### src/rtl/ball_motion_controller.sv
// ball_motion_controller
// Per-frame ball kinematics engine. On each frame tick the ball advances along
// its heading (degrees 0..359, +x = 0, +y = 90) using a quarter-wave sine ROM.
// Friction is applied once per frame. When the ball crosses a table wall, the
// crossed coordinate is clamped to that wall and the external reflection helper
// supplies the new heading, one axis per cycle with x before y.
//
// Ports
//   clk_in, rst_in          clock, asynchronous active-high reset
//   frame_tick_in           one-cycle pulse per video frame
//   launch_valid_in/ready   launch handshake (ready only in IDLE)
//   launch_dir/speed/x/y_in launch heading, speed (1/64 px per frame), start pos
//   ball_dir_out            current heading, to helper
//   wall_dir_out            wall being reflected (0=+x 1=+y 2=-x 3=-y), to helper
//   refl_dir_in             helper's new heading, combinational in the same cycle
//   pos_x_out, pos_y_out    ball position in whole pixels
//   moving_out              speed is non-zero
//   step_done_out           pulse when a frame update completes
//   bounce_out              pulse per reflection applied
module ball_motion_controller #(
  parameter int X_MIN     = 16,
  parameter int X_MAX     = 1007,
  parameter int Y_MIN     = 16,
  parameter int Y_MAX     = 495,
  parameter int FRAC_BITS = 6,
  parameter int FRICTION  = 1
) (
  input  logic        clk_in,
  input  logic        rst_in,
  input  logic        frame_tick_in,
  input  logic        launch_valid_in,
  input  logic [15:0] launch_dir_in,
  input  logic [7:0]  launch_speed_in,
  input  logic [9:0]  launch_x_in,
  input  logic [9:0]  launch_y_in,
  output logic        launch_ready_out,
  output logic [15:0] ball_dir_out,
  output logic [1:0]  wall_dir_out,
  input  logic [15:0] refl_dir_in,
  output logic [9:0]  pos_x_out,
  output logic [9:0]  pos_y_out,
  output logic        moving_out,
  output logic        step_done_out,
  output logic        bounce_out
);

  localparam int unsigned PW = 17;  // internal fixed-point position width
  localparam int unsigned AW = 9;   // heading width, 0..359
  localparam int unsigned SW = 8;   // speed width

  localparam logic signed [PW-1:0] XMIN_S  = PW'(X_MIN);
  localparam logic signed [PW-1:0] XMAX_S  = PW'(X_MAX);
  localparam logic signed [PW-1:0] YMIN_S  = PW'(Y_MIN);
  localparam logic signed [PW-1:0] YMAX_S  = PW'(Y_MAX);
  localparam logic [PW-1:0]        XMIN_FP = PW'(X_MIN << FRAC_BITS);
  localparam logic [PW-1:0]        XMAX_FP = PW'(X_MAX << FRAC_BITS);
  localparam logic [PW-1:0]        YMIN_FP = PW'(Y_MIN << FRAC_BITS);
  localparam logic [PW-1:0]        YMAX_FP = PW'(Y_MAX << FRAC_BITS);
  localparam logic [SW-1:0]        FRIC    = SW'(FRICTION);

  typedef enum logic [2:0] {
    IDLE, MOVING, STEP, CHECK, REFLECT_X, REFLECT_Y, UPDATE
  } state_t;

  state_t           state;
  logic [PW-1:0]    pos_x;
  logic [PW-1:0]    pos_y;
  logic [AW-1:0]    dir;
  logic [SW-1:0]    speed;
  logic             y_cross_q;
  logic [1:0]       y_wall_q;

  // round(256 * sin(a)) for a = 0..90 degrees
  function automatic logic [8:0] sin_rom(input logic [6:0] a);
    case (a)
      7'd0:  sin_rom = 9'd0;   7'd1:  sin_rom = 9'd4;   7'd2:  sin_rom = 9'd9;
      7'd3:  sin_rom = 9'd13;  7'd4:  sin_rom = 9'd18;  7'd5:  sin_rom = 9'd22;
      7'd6:  sin_rom = 9'd27;  7'd7:  sin_rom = 9'd31;  7'd8:  sin_rom = 9'd36;
      7'd9:  sin_rom = 9'd40;  7'd10: sin_rom = 9'd44;  7'd11: sin_rom = 9'd49;
      7'd12: sin_rom = 9'd53;  7'd13: sin_rom = 9'd58;  7'd14: sin_rom = 9'd62;
      7'd15: sin_rom = 9'd66;  7'd16: sin_rom = 9'd71;  7'd17: sin_rom = 9'd75;
      7'd18: sin_rom = 9'd79;  7'd19: sin_rom = 9'd83;  7'd20: sin_rom = 9'd88;
      7'd21: sin_rom = 9'd92;  7'd22: sin_rom = 9'd96;  7'd23: sin_rom = 9'd100;
      7'd24: sin_rom = 9'd104; 7'd25: sin_rom = 9'd108; 7'd26: sin_rom = 9'd112;
      7'd27: sin_rom = 9'd116; 7'd28: sin_rom = 9'd120; 7'd29: sin_rom = 9'd124;
      7'd30: sin_rom = 9'd128; 7'd31: sin_rom = 9'd132; 7'd32: sin_rom = 9'd136;
      7'd33: sin_rom = 9'd139; 7'd34: sin_rom = 9'd143; 7'd35: sin_rom = 9'd147;
      7'd36: sin_rom = 9'd150; 7'd37: sin_rom = 9'd154; 7'd38: sin_rom = 9'd158;
      7'd39: sin_rom = 9'd161; 7'd40: sin_rom = 9'd165; 7'd41: sin_rom = 9'd168;
      7'd42: sin_rom = 9'd171; 7'd43: sin_rom = 9'd175; 7'd44: sin_rom = 9'd178;
      7'd45: sin_rom = 9'd181; 7'd46: sin_rom = 9'd184; 7'd47: sin_rom = 9'd187;
      7'd48: sin_rom = 9'd190; 7'd49: sin_rom = 9'd193; 7'd50: sin_rom = 9'd196;
      7'd51: sin_rom = 9'd199; 7'd52: sin_rom = 9'd202; 7'd53: sin_rom = 9'd204;
      7'd54: sin_rom = 9'd207; 7'd55: sin_rom = 9'd210; 7'd56: sin_rom = 9'd212;
      7'd57: sin_rom = 9'd215; 7'd58: sin_rom = 9'd217; 7'd59: sin_rom = 9'd219;
      7'd60: sin_rom = 9'd222; 7'd61: sin_rom = 9'd224; 7'd62: sin_rom = 9'd226;
      7'd63: sin_rom = 9'd228; 7'd64: sin_rom = 9'd230; 7'd65: sin_rom = 9'd232;
      7'd66: sin_rom = 9'd234; 7'd67: sin_rom = 9'd236; 7'd68: sin_rom = 9'd237;
      7'd69: sin_rom = 9'd239; 7'd70: sin_rom = 9'd241; 7'd71: sin_rom = 9'd242;
      7'd72: sin_rom = 9'd243; 7'd73: sin_rom = 9'd245; 7'd74: sin_rom = 9'd246;
      7'd75: sin_rom = 9'd247; 7'd76: sin_rom = 9'd248; 7'd77: sin_rom = 9'd249;
      7'd78: sin_rom = 9'd250; 7'd79: sin_rom = 9'd251; 7'd80: sin_rom = 9'd252;
      7'd81: sin_rom = 9'd253; 7'd82: sin_rom = 9'd254; 7'd83: sin_rom = 9'd254;
      7'd84: sin_rom = 9'd255; 7'd85: sin_rom = 9'd255; 7'd86: sin_rom = 9'd255;
      default: sin_rom = 9'd256;
    endcase
  endfunction

  // Quadrant folding: magnitude of cos/sin plus direction of travel per axis
  logic [6:0]    ang_c;
  logic [8:0]    sin_a_c;
  logic [8:0]    cos_a_c;
  logic [8:0]    mag_x_c;
  logic [8:0]    mag_y_c;
  logic          neg_x_c;
  logic          neg_y_c;

  always_comb begin
    ang_c   = 7'd0;
    neg_x_c = 1'b0;
    neg_y_c = 1'b0;
    if (dir < 9'd90) begin
      ang_c = 7'(dir);
    end else if (dir < 9'd180) begin
      ang_c   = 7'(dir - 9'd90);
      neg_x_c = 1'b1;
    end else if (dir < 9'd270) begin
      ang_c   = 7'(dir - 9'd180);
      neg_x_c = 1'b1;
      neg_y_c = 1'b1;
    end else begin
      ang_c   = 7'(dir - 9'd270);
      neg_y_c = 1'b1;
    end
    sin_a_c = sin_rom(ang_c);
    cos_a_c = sin_rom(7'(7'd90 - ang_c));
    // Odd quadrants swap the roles of sin and cos of the folded angle
    if (dir >= 9'd90 && dir < 9'd180 || dir >= 9'd270) begin
      mag_x_c = sin_a_c;
      mag_y_c = cos_a_c;
    end else begin
      mag_x_c = cos_a_c;
      mag_y_c = sin_a_c;
    end
  end

  // Per-frame displacement and the stepped position
  logic [8:0]    dx_c;
  logic [8:0]    dy_c;
  logic [PW-1:0] step_x_c;
  logic [PW-1:0] step_y_c;

  always_comb begin
    dx_c     = 9'((PW'(speed) * PW'(mag_x_c)) >> 8);
    dy_c     = 9'((PW'(speed) * PW'(mag_y_c)) >> 8);
    step_x_c = neg_x_c ? pos_x - PW'(dx_c) : pos_x + PW'(dx_c);
    step_y_c = neg_y_c ? pos_y - PW'(dy_c) : pos_y + PW'(dy_c);
  end

  // Wall crossing on the signed pixel coordinate (negative means underflow)
  logic signed [PW-1:0] px_c;
  logic signed [PW-1:0] py_c;
  logic                 x_hi_c;
  logic                 x_lo_c;
  logic                 y_hi_c;
  logic                 y_lo_c;

  always_comb begin
    px_c   = $signed(pos_x) >>> FRAC_BITS;
    py_c   = $signed(pos_y) >>> FRAC_BITS;
    x_hi_c = px_c > XMAX_S;
    x_lo_c = px_c < XMIN_S;
    y_hi_c = py_c > YMAX_S;
    y_lo_c = py_c < YMIN_S;
  end

  // Heading normalisation and friction
  logic [AW-1:0] launch_dir_c;
  logic [AW-1:0] refl_dir_c;
  logic [SW-1:0] speed_nxt_c;

  always_comb begin
    launch_dir_c = AW'(launch_dir_in % 16'd360);
    refl_dir_c   = (refl_dir_in >= 16'd360) ? AW'(refl_dir_in - 16'd360)
                                            : AW'(refl_dir_in);
    speed_nxt_c  = (speed > FRIC) ? speed - FRIC : SW'(0);
  end

  assign ball_dir_out = 16'(dir);

  // Main FSM with registered outputs
  always_ff @(posedge clk_in or posedge rst_in) begin
    if (rst_in) begin
      state            <= IDLE;
      pos_x            <= XMIN_FP;
      pos_y            <= YMIN_FP;
      dir              <= '0;
      speed            <= '0;
      y_cross_q        <= 1'b0;
      y_wall_q         <= 2'd0;
      wall_dir_out     <= 2'd0;
      pos_x_out        <= 10'(X_MIN);
      pos_y_out        <= 10'(Y_MIN);
      moving_out       <= 1'b0;
      step_done_out    <= 1'b0;
      bounce_out       <= 1'b0;
      launch_ready_out <= 1'b1;
    end else begin
      step_done_out <= 1'b0;
      bounce_out    <= 1'b0;
      case (state)
        IDLE: begin
          if (launch_valid_in) begin
            pos_x     <= PW'(launch_x_in) << FRAC_BITS;
            pos_y     <= PW'(launch_y_in) << FRAC_BITS;
            pos_x_out <= launch_x_in;
            pos_y_out <= launch_y_in;
            dir       <= launch_dir_c;
            speed     <= launch_speed_in;
            if (launch_speed_in != '0) begin
              state            <= MOVING;
              moving_out       <= 1'b1;
              launch_ready_out <= 1'b0;
            end
          end
        end
        MOVING: begin
          if (frame_tick_in) state <= STEP;
        end
        STEP: begin
          pos_x <= step_x_c;
          pos_y <= step_y_c;
          state <= CHECK;
        end
        CHECK: begin
          if (x_hi_c) begin
            pos_x     <= XMAX_FP;
            pos_x_out <= 10'(X_MAX);
          end else if (x_lo_c) begin
            pos_x     <= XMIN_FP;
            pos_x_out <= 10'(X_MIN);
          end else begin
            pos_x_out <= 10'(px_c);
          end
          if (y_hi_c) begin
            pos_y     <= YMAX_FP;
            pos_y_out <= 10'(Y_MAX);
          end else if (y_lo_c) begin
            pos_y     <= YMIN_FP;
            pos_y_out <= 10'(Y_MIN);
          end else begin
            pos_y_out <= 10'(py_c);
          end
          y_cross_q <= y_hi_c | y_lo_c;
          y_wall_q  <= y_hi_c ? 2'd1 : 2'd3;
          // wall_dir_out must be valid during the reflect cycle itself
          if (x_hi_c | x_lo_c) begin
            wall_dir_out <= x_hi_c ? 2'd0 : 2'd2;
            state        <= REFLECT_X;
          end else if (y_hi_c | y_lo_c) begin
            wall_dir_out <= y_hi_c ? 2'd1 : 2'd3;
            state        <= REFLECT_Y;
          end else begin
            step_done_out <= 1'b1;
            state         <= UPDATE;
          end
        end
        REFLECT_X: begin
          dir        <= refl_dir_c;
          bounce_out <= 1'b1;
          if (y_cross_q) begin
            wall_dir_out <= y_wall_q;
            state        <= REFLECT_Y;
          end else begin
            step_done_out <= 1'b1;
            state         <= UPDATE;
          end
        end
        REFLECT_Y: begin
          dir           <= refl_dir_c;
          bounce_out    <= 1'b1;
          step_done_out <= 1'b1;
          state         <= UPDATE;
        end
        UPDATE: begin
          speed      <= speed_nxt_c;
          moving_out <= (speed_nxt_c != '0);
          if (speed_nxt_c == '0) begin
            state            <= IDLE;
            launch_ready_out <= 1'b1;
          end else begin
            state <= MOVING;
          end
        end
        default: state <= IDLE;
      endcase
    end
  end

endmodule

### config.mk
export PLATFORM = sky130hd
export DESIGN_NAME = ball_motion_controller
export DESIGN_NICKNAME = d
export VERILOG_FILES = /design/src/rtl/ball_motion_controller.sv
export SDC_FILE = /design/constraint.sdc
export NUM_CORES = 1
export LEC_CHECK = 0
export CAP_MARGIN = 20
export CELL_PAD_IN_SITES_DETAIL_PLACEMENT = 1
export CELL_PAD_IN_SITES_GLOBAL_PLACEMENT = 2
export CORE_UTILIZATION = 33
export CTS_CLUSTER_SIZE = 14
export DETAILED_ROUTE_END_ITERATION = 16
export PLACE_DENSITY_LB_ADDON = 0.1
export SLEW_MARGIN = 15
export SYNTH_ARGS = -nofsm -noshare
export SYNTH_HDL_FRONTEND = slang
export SYNTH_SLANG_ARGS = --single-unit
### constraint.sdc
create_clock -name clk_in -period 12.5 [get_ports clk_in]
set_input_delay 2.5 -clock clk_in [delete_from_list [all_inputs] [get_ports clk_in]]
set_output_delay 2.5 -clock clk_in [all_outputs]
set_load 0.005 [all_outputs]
== Yosys cells after proc, flatten, opt, wreduce, memory -nomap -nowiden ==
Memory sizes are Yosys's and may differ from the RTL's.
Cells that the tools add are included.
W data, S select, Z words.
Storage, ports and cells
  bits in registers: 83
  ROM bits: 2304
  word-level logic and storage cells: 137
  memories: 2
Memories
  (no name shown): depth 128, bits a word 9, read ports 1, clocked after memory_dff 0, wr ports 0, line 75  | case (a)
  (no name shown): depth 128, bits a word 9, read ports 1, clocked after memory_dff 0, wr ports 0, line 75
Cells by class
  add/sub/neg operators: 10
  $mul: 2
  divide/modulo/power cells: 1
  order comparisons: 11
  eq/ne operators: 14
  mux-type cells: 60
  bitwise gates (word level): 2
  reduce and logical (&&, ||, !) cells: 21
Operator list (count)
  $mux W17: 8
  $pmux W17 S3: 2
  $mux W10: 6
  $pmux W10 S2: 2
  $mux W9: 4
  $add A17 B9 Y17: 2
  $mul A8 B9 Y17: 2
  $sub A17 B9 Y17: 2
  $lt A11 B6 Y1 const B: 2
  $mux W7: 3
  $pmux W3 S7: 1
  $pmux W9 S2: 1
  $ge A16 B9 Y1 const B: 1
  $mod A16 B9 Y16 const B: 1
  $mux W2: 8
  $mux W8: 2
  $pmux W8 S2: 1
  $reduce_bool A8 Y1: 2
  $mux W1: 15
  $reduce_and A3 Y1: 5
  $gt A11 B10 Y1 const B: 1
  $gt A11 B11 Y1 const B: 1
  $ne A2 B2 Y1 const B: 5
  $eq A3 B3 Y1 const B: 3
  29 further kinds: 41

== Logic depth before layout (Yosys ltp) ==
Gate-level depths: netlist of the first run.
An unclocked memory read counts as a cell.
  depth after elaboration: 11
  depth in mapped cells: 65

== Least setup slack after synthesis of the first run ==
Ideal clock, no wire load.
  path type: reg2reg
  start point: reg dir[2]
  end point: reg pos_x[16]
  arrival time: 11.624 ns
  data required time: 12.371 ns
  path slack: 0.747 ns
  stages on the path, launching flop included: 54
  path buffers: 2
  period minus slack after synthesis: 11.753 ns
  cell sequence: dfrtp_1 -> inv_1 -> ha_1 -> and3b_1 -> o211ai_1 -> a31oi_1 -> xnor2_1 -> inv_1 -> ha_1 -> a21oi_1 -> xnor2_1 -> clkbuf_1 -> clkbuf_1 -> o311ai_0 -> nand3_1 -> o211ai_1 -> o211ai_1 -> nand3_1 -> [... 18 more ...] -> xor2_1 -> ha_1 -> inv_1 -> a21oi_1 -> o21ai_0 -> a21oi_1 -> o21ai_0 -> nand2b_1 -> a21o_1 -> a21o_1 -> a21o_1 -> a21o_1 -> a21o_1 -> a21oi_1 -> xnor2_1 -> nor3_1 -> a21oi_1 -> o21ai_0
Between the ends
  word-level cells in the longest chain between the ends: 11
  elaborated cells on any way between the ends: 25
Ends and longest elaborated chain
  start, declared: line 68  | logic [AW-1:0] dir;
  start signal, assigned: line 218  | dir <= launch_dir_c;
  start signal, assigned: line 269  | dir <= refl_dir_c;
  start signal, assigned: line 280  | dir <= refl_dir_c;
  $lt A9 B9 Y1, or another cell as far along: line 127  | end else if (dir < 9'd270) begin
  $mux W7: line 127
  $mux W7: line 124  | end else if (dir < 9'd180) begin
  $mux W7: line 122  | if (dir < 9'd90) begin
  $sub A7 B7 Y7: line 136  | cos_a_c = sin_rom(7'(7'd90 - ang_c));
  $mem_v2 Z128 W9
  $mux W9: line 138  | if (dir >= 9'd90 && dir < 9'd180 || dir >= 9'd270) begin
  $mul A8 B9 Y17: line 154  | dx_c = 9'((PW'(speed) * PW'(mag_x_c)) >> 8);
  $add A17 B9 Y17 / $sub A17 B9 Y17 (equally long branches): line 156  | step_x_c = neg_x_c ? pos_x - PW'(dx_c) : pos_x + PW'(dx_c);
  $mux W17 *: line 156
  $pmux W17 S3 *: line 211  | case (state)
  end signal, assigned: line 214  | pos_x <= PW'(launch_x_in) << FRAC_BITS;
  end signal, assigned: line 231  | pos_x <= step_x_c;
  end, declared: line 66  | logic [PW-1:0] pos_x;
Every way passes the cells marked *; elsewhere a longest branch is shown, timed or not.
A chain may end at the register's enable or synchronous reset.

== Final worst setup path of the first run ==
Same ends and word-level chain as after synthesis.

==> results.cfg, run 1 <==
[outcome]
status = completed

[place]
dpl-instance-area_um2 = 17240
port_buffers = 98
gp_congestion = 0.8644
dp_hpwl_mm = 41.34

[floorplanning]
core-area_um2 = 46560
fp.dieW_um = 219.0
io_pins = 106
dieArea_um2 = 47980
initial_core_util_pct = 33.39
die_h_um = 219.0
rows = 79

[setup_path]
arrival_ps = 11840
end_kind = flop
cp_slowest_cell = fa_1
start_kind = flop
critPathMostFrequentCell = inv_1
cp_max_fo = 18
worstPathRequired_ps = 12750
critPathKind = flop to flop
reg2reg_depth = 59
slowest_delay_ps = 550

[routing]
vias = 15320
drt_iter0_drc = 890
ant_nets = 0
drc = 0
wirelength_mm = 53.54
dr.pass1.iters = 5
avgRoutedWirePerCell_um = 19.52
drt-vias-per-instance = 5.585

[timing]
fmax_mhz = 86.28
slew_headroom_pct = 26.93
hold_viol_final = 0
timing.final.crit_share_pct = 92.72
slew_viol_final = 0
setup_viol = 0
worst_pin_slew_ps = 1088
min_period_ps = 11590
finClkSkew_ps = 13.18

[global_route]
grt_first_pass_wirelength_mm = 87.43
grt_overflow = 0
grt_util_met1_pct = 31.73
use_met3_pct = 1.525
antenna_found_initial = 0
use_met2_pct = 38.33
grt_pass1_vias = 15934
grt_use_total_pct = 22.64
grt.busiest_layer = met2
grt_max_degree = 69

[clocking]
cts.clk_slew.worst_paths_ps = 80
tritoncts = yes
cts_root_buf = clkbuf_16
cts_max_path_buffers = 2
cts_num_sinks = 83
worstSkewPairLatency_ps = 370
htreeDepth = 3
cts_buffers = 9

[layout]
multi_input_area_um2 = 12480
register_area_um2 = 2086
design_area_um2 = 17900
layout.nets = 2407
drive_gt1_share_pct = 9.551
n_antenna_cell = 0
fill_cells = 5719
area_delta_synth_final_pct = 15.16

[run]
max_cap_viol_count = 0

[synth]
netlist.area_leader.share_pct = 12.56
syn_inst = 2060
syn_area_um2 = 15540
async_flop_share_pct = 100.0
yosys.area.top_type = dfrtp_1
syn_avg_cell_area_um2 = 7.546
synthTopCellsByArea = dfrtp_1 (13%), fa_1 (11%), ha_1 (10%)
synth_edf_count = 0
ys_types = 115
ys_warn_count = 0
synth-seq-cells = 83
synthFlopType = dfrtp_1
yosysSeqAreaShare_pct = 13.40

[min_path]
hold_class = flop to flop
hold_depth = 1
-- stage by stage --
stage                     instances  hold WS [ps]  util, %  setup TNS, ps  worst slack, ps
after global routing           2743         506.9    38.45         -40.60           -17.63
after global placement         2703         449.1    37.01              0            261.5
final                          2743         476.1    38.45              0            909.6
after CTS                      2720         471.7    37.78              0            9.266
after floorplan                2066         434.4        -              0            747.0
after detailed placement       2704         453.6    37.04         -79.47           -79.47
-- cells by family after synthesis --
family,synth area share (%)
and+or+nand+nor,21.55
buffers and inverters,7.630
adders and majority gates,21.38
AOI/OAI and AO/OA,27.27
other,0.02412
DFF,13.40
muxes,3.348
xor gates and xnor gates,5.401
-- critical path, delay by kind of cell, from the launching register on --
| family | cells | cell delay, ps |
|---|---|---|
| AND/OR/NAND/NOR | 9 | 1120 |
| AO/OA/AOI/OAI | 24 | 4400 |
| multiplexers | 1 | 180 |
| XOR/XNOR | 5 | 880 |
| buffers and inverters | 10 | 1100 |
| flip-flops | 1 | 480 |
| adder cells (fa/ha/maj) | 10 | 3290 |
-- per-layer routing --
layer	vias to the layer above	wire (µm)
met5	-	0
met2	175	25730
met4	0	521
li1	7416	-
met1	7698	26320
met3	31	964
-- cell usage in the layout, fill, tap and decap left out, types with 27 or more instances in the layout --
master             n
nand2_1          262
nor2_1           185
inv_1            173
ha_1             126
a21oi_1          120
o21ai_0          111
clkdlybuf4s50_1   98
fa_1              84
dfrtp_1           76
buf_4             68
xnor2_1           57
nor3_1            54
nand3_1           45
and2_1            44
a21o_1            41
a31oi_1           33
nand2b_1          29
xor2_1            27
-- registers in the layout, summed over array words and instances (netlist names) --
register	cells
pos_x	17
pos_y	17
pos_x_out	10
pos_y_out	10
dir	9
speed	8
state	3
wall_dir_out	2
y_wall_q	2
bounce_out	1
launch_ready_out	1
moving_out	1
step_done_out	1
y_cross_q	1
-- Yosys cell counts (all sizes together), types with 31 or more instances --
| cell | instances |
|---|---|
| nand2 | 263 |
| nor2 | 191 |
| inv | 175 |
| o21ai | 132 |
| a21oi | 130 |
| ha | 128 |
| clkbuf | 88 |
| fa | 84 |
| dfrtp | 78 |
| xnor2 | 64 |
| nor3 | 55 |
| nand3 | 45 |
| and2 | 44 |
| a21o | 41 |
| a31oi | 35 |
| buf | 31 |
-- worst paths after layout --
path                       slack (ps)        start     endpoint
max                               910       dir[2]    pos_x[16]
min                               480  y_wall_q[0]  y_wall_q[0]
max in group asynchronous        8760       rst_in       dir[2]
min in group asynchronous        2410       rst_in     pos_x[9]
min reg2reg                       480  y_wall_q[0]  y_wall_q[0]
max reg2reg                       910       dir[2]    pos_x[16]
-- area by class of cell --
type / count / area share [%]
Multi-Input combinational cell: 1687 / 69.70
Timing Repair Buffer: 171 / 8.758
Tap cell: 607 / 4.243
Sequential cell: 83 / 11.65
Timing Repair inverter: 1 / 0.04194
Clock buffer: 9 / 1.258
Inverter: 178 / 3.767
Clock inverter: 7 / 0.5801
-- what timing repair did --
action | CTS | global route
endpoints found under the setup margin | 1 | 12
resized for setup | 2 | 36
hold buffers | 0 | 0
gates cloned | 0 | 3
setup buffers | 0 | 19
pin swaps | 0 | 9
Power of run 1 is not shown: default switching activity piles up to over one toggle a cycle in this logic, so the estimate is an artifact.
==> inputs of run 2 (changes only) <==
--- a/config.mk
+++ b/config.mk
@@ -12,6 +12,8 @@
 export CTS_CLUSTER_SIZE = 14
 export DETAILED_ROUTE_END_ITERATION = 16
 export PLACE_DENSITY_LB_ADDON = 0.1
+export REMOVE_ABC_BUFFERS = 1
+export SKIP_LAST_GASP = 1
 export SLEW_MARGIN = 15
 export SYNTH_ARGS = -nofsm -noshare
 export SYNTH_HDL_FRONTEND = slang
==> constraint.sdc (replaced) <==
create_clock -name clk_in -period 12.5 [get_ports clk_in]
set_input_delay 2.5 -clock clk_in [delete_from_list [all_inputs] [get_ports clk_in]]
set_output_delay 2.5 -clock clk_in [all_outputs]
set_load 0.02 [all_outputs]
==> results.cfg, run 2 (synthesized netlist as in run 1, its figures left out) <==
[clocking]
cts_num_sinks = 83
cts_hold_buf = 0
tritoncts = yes
cts_root_buf = clkbuf_16
cts_buffers = 9
htreeDepth = 3
cts.clk_slew.worst_paths_ps = 70
worstSkewPairLatency_ps = 380
cts_max_path_buffers = 2

[routing]
ant_nets = 0
wirelength_mm = 53.07
drt_iter0_drc = 778
dr.pass1.iters = 5
avgRoutedWirePerCell_um = 19.40
vias = 15349
drt-vias-per-instance = 5.610
drc = 0

[setup_path]
reg2reg_depth = 58
r2r_slack_ps = 800
cp-startpoint = dir[2]
cp_slowest_cell = fa_1
worstPathRequired_ps = 12750
end_kind = flop
critPathKind = flop to flop
critPathMostFrequentCell = inv_1
arrival_ps = 11950
slowest_delay_ps = 550
worstReg2RegStart = dir[2]
reg2reg_to = pos_x[16]
cp_max_fo = 18
start_kind = flop

[layout]
finish.utilization_pct = 38.28
area_delta_synth_final_pct = 14.63
fill_cells = 5650
final_cell_mix = nand2_1 (263), nor2_1 (183), inv_1 (173), ha_1 (128), a21oi_1 (121)
layout.nets = 2400
largest_registers = pos_x: 17 flops, pos_y: 17 flops
register_area_um2 = 2086
finalNonFillerCells = 2736
final_common_cell = nand2_1
n_antenna_cell = 0
drive_gt1_share_pct = 8.971
multi_input_area_um2 = 12490

[timing]
finClkSkew_ps = 15.73
worst_pin_slew_ps = 1074
slew_viol_final = 0
setup_viol = 0
hold_viol_final = 0
fmax_mhz = 85.48
timing.final.crit_share_pct = 93.59
slew_headroom_pct = 27.92
min_period_ps = 11700

[place]
dp.cells = 2703
port_buffers = 98
dp_hpwl_mm = 41.11
gp_congestion = 0.8268

[min_path]
hold_class = flop to flop
worstHoldEndpoint = y_wall_q[0]
hp-start = y_wall_q[0]
hold_depth = 1

[global_route]
grt_pass1_vias = 15860
grt_overflow = 0
grt_use_total_pct = 22.48
grt_first_pass_wirelength_mm = 86.80
antenna_found_initial = 0
grt_max_degree = 63

[floorplanning]
io_pins = 106
dieArea_um2 = 47980
rows = 79
initial_core_util_pct = 33.39
core-area_um2 = 46560
die_h_um = 219.0
fp.dieW_um = 219.0

[run]
max_cap_viol_count = 0

[outcome]
status = completed
## run 2: changes by cell type in the layout (fill, tap and decap cells not counted), sizes merged
cell / delta
buf: -6
inv: -2
bufinv: -1
clkinvlp: +1
xnor2: +1
## run 2: layout make-up
class / instances / share of cell area (%)
timing repair buffer: 164 / 8.433
clock buffer: 10 / 1.341
clock inverter: 6 / 0.4002
multi-input combinational: 1688 / 70.07
tap: 607 / 4.262
inverter: 178 / 3.785
sequential: 83 / 11.70
## run 2: routing by layer
layer	wire [µm]	global-route usage, %	part of all wire [%]	vias up
li1	-	-	-	7414
met1	25870	31.08	49	7713
met2	25550	38.12	48	184
met3	1000	1.733	1.9	38
met4	646	4.606	1.2	0
met5	0	0	0	-
## run 2: worst max path at each step
stage | endpoint | slack, ps | cells after the start
after floorplan | pos_x[16] | -930 | 54
after global placement | pos_y[16] | 290 | 54
after detailed placement | pos_x[16] | 100 | 55
after CTS | pos_y[16] | 50 | 55
after global routing | pos_y[16] | -10 | 66
final | pos_x[16] | 800 | 58
## run 2: timing repair
| item | in CTS | in global routing |
|---|---|---|
| resized for setup | 0 | 32 |
| endpoints found under the setup margin | 0 | 11 |
| setup buffers | 0 | 15 |
## run 2: stage by stage
step / setup slack (ps) / instance area [µm²] / hold slack [ps] / TNS [ps]
after CTS: 47.33 / 17520 / 474.9 / 0
after global placement: 293.9 / 17210 / 450.2 / 0
final: 801.6 / 17820 / 472.5 / 0
after floorplan: -927.4 / 15050 / 434.4 / -5687
after global routing: -13.03 / 17820 / 511.5 / -13.03
after detailed placement: 102.9 / 17210 / 453.0 / 0
## run 2: critical path, delay by kind of cell (launching register included)
kind | cells | cell delay, ps
buf+inv | 12 | 1560
simple gates | 9 | 1360
xor+xnor | 3 | 620
compound gates | 23 | 4130
mux | 2 | 400
fa+ha+maj | 9 | 3000
flops | 1 | 480
Power of run 2 is left out for the same reason.
==> inputs of run 3 (changes only) <==
--- a/config.mk
+++ b/config.mk
@@ -8,9 +8,10 @@
 export CAP_MARGIN = 20
 export CELL_PAD_IN_SITES_DETAIL_PLACEMENT = 1
 export CELL_PAD_IN_SITES_GLOBAL_PLACEMENT = 2
-export CORE_UTILIZATION = 33
+export CORE_UTILIZATION = 36
 export CTS_CLUSTER_SIZE = 14
 export DETAILED_ROUTE_END_ITERATION = 16
+export DONT_BUFFER_PORTS = 1
 export PLACE_DENSITY_LB_ADDON = 0.1
 export REMOVE_ABC_BUFFERS = 1
 export SKIP_LAST_GASP = 1
==> results.cfg, run 3 (synthesized netlist as in run 1, its figures left out) <==
[outcome]
status = completed

[global_route]
grt_pass1_vias = 15721
grt_first_pass_wirelength_mm = 86.34
antenna_found_initial = 0
grt_overflow = 0
grt_max_degree = 55
grt_use_total_pct = 24.24

[clocking]
cts_num_sinks = 83
cts.clk_slew.worst_paths_ps = 70
tritoncts = yes
cts_root_buf = clkbuf_16
cts_hold_buf = 0
cts_max_path_buffers = 2
cts_buffers = 9
worstSkewPairLatency_ps = 370
htreeDepth = 3

[timing]
min_period_ps = 11730
hold_viol_final = 0
slew_headroom_pct = 32.49
finClkSkew_ps = 13.39
timing.final.crit_share_pct = 93.83
slew_viol_final = 0
rsz0062_at_grt = true
worst_pin_slew_ps = 1013
setup_viol = 0
fmax_mhz = 85.26

[place]
dpl-instance-area_um2 = 16210
dp.cells = 2545
gp_congestion = 0.8655
dp_hpwl_mm = 40.52
port_buffers = 0

[layout]
multi_input_area_um2 = 12490
register_area_um2 = 2087
drive_gt1_share_pct = 9.606
fill_cells = 5224
finalNonFillerCells = 2569
final_cell_mix = nand2_1 (263), nor2_1 (184), inv_1 (174), ha_1 (128), a21oi_1 (118)
largest_registers = pos_x: 17 flops, pos_y: 17 flops
final_common_cell = nand2_1
design_area_um2 = 16710
n_antenna_cell = 0
area_delta_synth_final_pct = 7.501
layout.nets = 2301
finish.utilization_pct = 39.57

[min_path]
hold_class = flop to flop
hold_depth = 1

[setup_path]
arrival_ps = 11960
cp_slowest_cell = or4b_2
cp-startpoint = dir[2]
critPathKind = flop to flop
endpoint = pos_y[16]
worstReg2RegStart = dir[2]
cp_max_fo = 15
slowest_delay_ps = 580
critPathMostFrequentCell = o21ai_0
r2r_slack_ps = 770
start_kind = flop
reg2reg_depth = 56
reg2reg_to = pos_y[16]
end_kind = flop
worstPathRequired_ps = 12730

[routing]
ant_nets = 0
dr.pass1.iters = 5
drc = 0
drt-vias-per-instance = 5.800
vias = 14901
avgRoutedWirePerCell_um = 20.36
drt_iter0_drc = 708
wirelength_mm = 52.30

[floorplanning]
initial_core_util_pct = 36.81
rows = 75
dieArea_um2 = 44020
core-area_um2 = 42230
fp.dieW_um = 209.8
io_pins = 106
die_h_um = 209.8

[run]
max_cap_viol_count = 0
==> run 3: cell count changes in the layout (fill, tap and decap cells not counted), sizes merged <==
cell	delta
clkdlybuf4s50	-98
xnor2	-2
bufinv	-1
clkbuf	+1
clkinv	+1
clkinvlp	-1
inv	+1
==> run 3: how the worst min path moves through the flow <==
stage                startpoint           to  slack, ps
floorplan           y_wall_q[0]  y_wall_q[0]        430
global placement    y_wall_q[0]  y_wall_q[0]        460
detailed placement  y_wall_q[0]  y_wall_q[0]        460
CTS                 y_wall_q[0]  y_wall_q[0]        480
global route        y_wall_q[0]  y_wall_q[0]        510
finish              y_wall_q[0]  y_wall_q[0]        480
==> run 3: what timing repair did <==
item	4_1_cts	5_1_grt
pin swaps	0	5
hold endpoints to repair	0	0
setup buffers	0	7
setup endpoints to repair	1	11
resized for setup	1	41
==> run 3: stage by stage <==
stage	hold WS (ps)	setup slack, ps	setup TNS, ps
floorplan	434.4	-927.4	-5687
CTS	479.8	42.47	0
global route	510.1	-88.44	-88.44
finish	478.1	771.0	0
detailed placement	461.1	-23.19	-23.19
global placement	460.1	235.2	0
==> run 3: final cells by class <==
class	count	area share, %
multi-input cells	1686	74.74
flip-flops and latches	83	12.49
well taps	539	4.036
inverters	178	4.013
repair buffers	67	3.077
clock buffers	10	1.370
clock inverters	6	0.2770
==> run 3: per-layer routing <==
layer	vias up	global-route usage [%]	routed length, µm
met5	-	0	0
met4	0	5.336	675
met3	39	2.619	1306
met2	176	40.66	25010
met1	7486	33.41	25310
li1	7200	-	-
==> run 3: critical path, delay by kind of cell (launching register included) <==
| kind | cells | cell delay (ps) |
|---|---|---|
| buffers and inverters | 5 | 710 |
| and+or+nand+nor | 17 | 2530 |
| xor gates and xnor gates | 5 | 860 |
| adders and majority gates | 8 | 3000 |
| muxes | 1 | 510 |
| DFF | 1 | 440 |
| AOI/OAI and AO/OA | 20 | 3540 |
Power of run 3 is left out for the same reason.
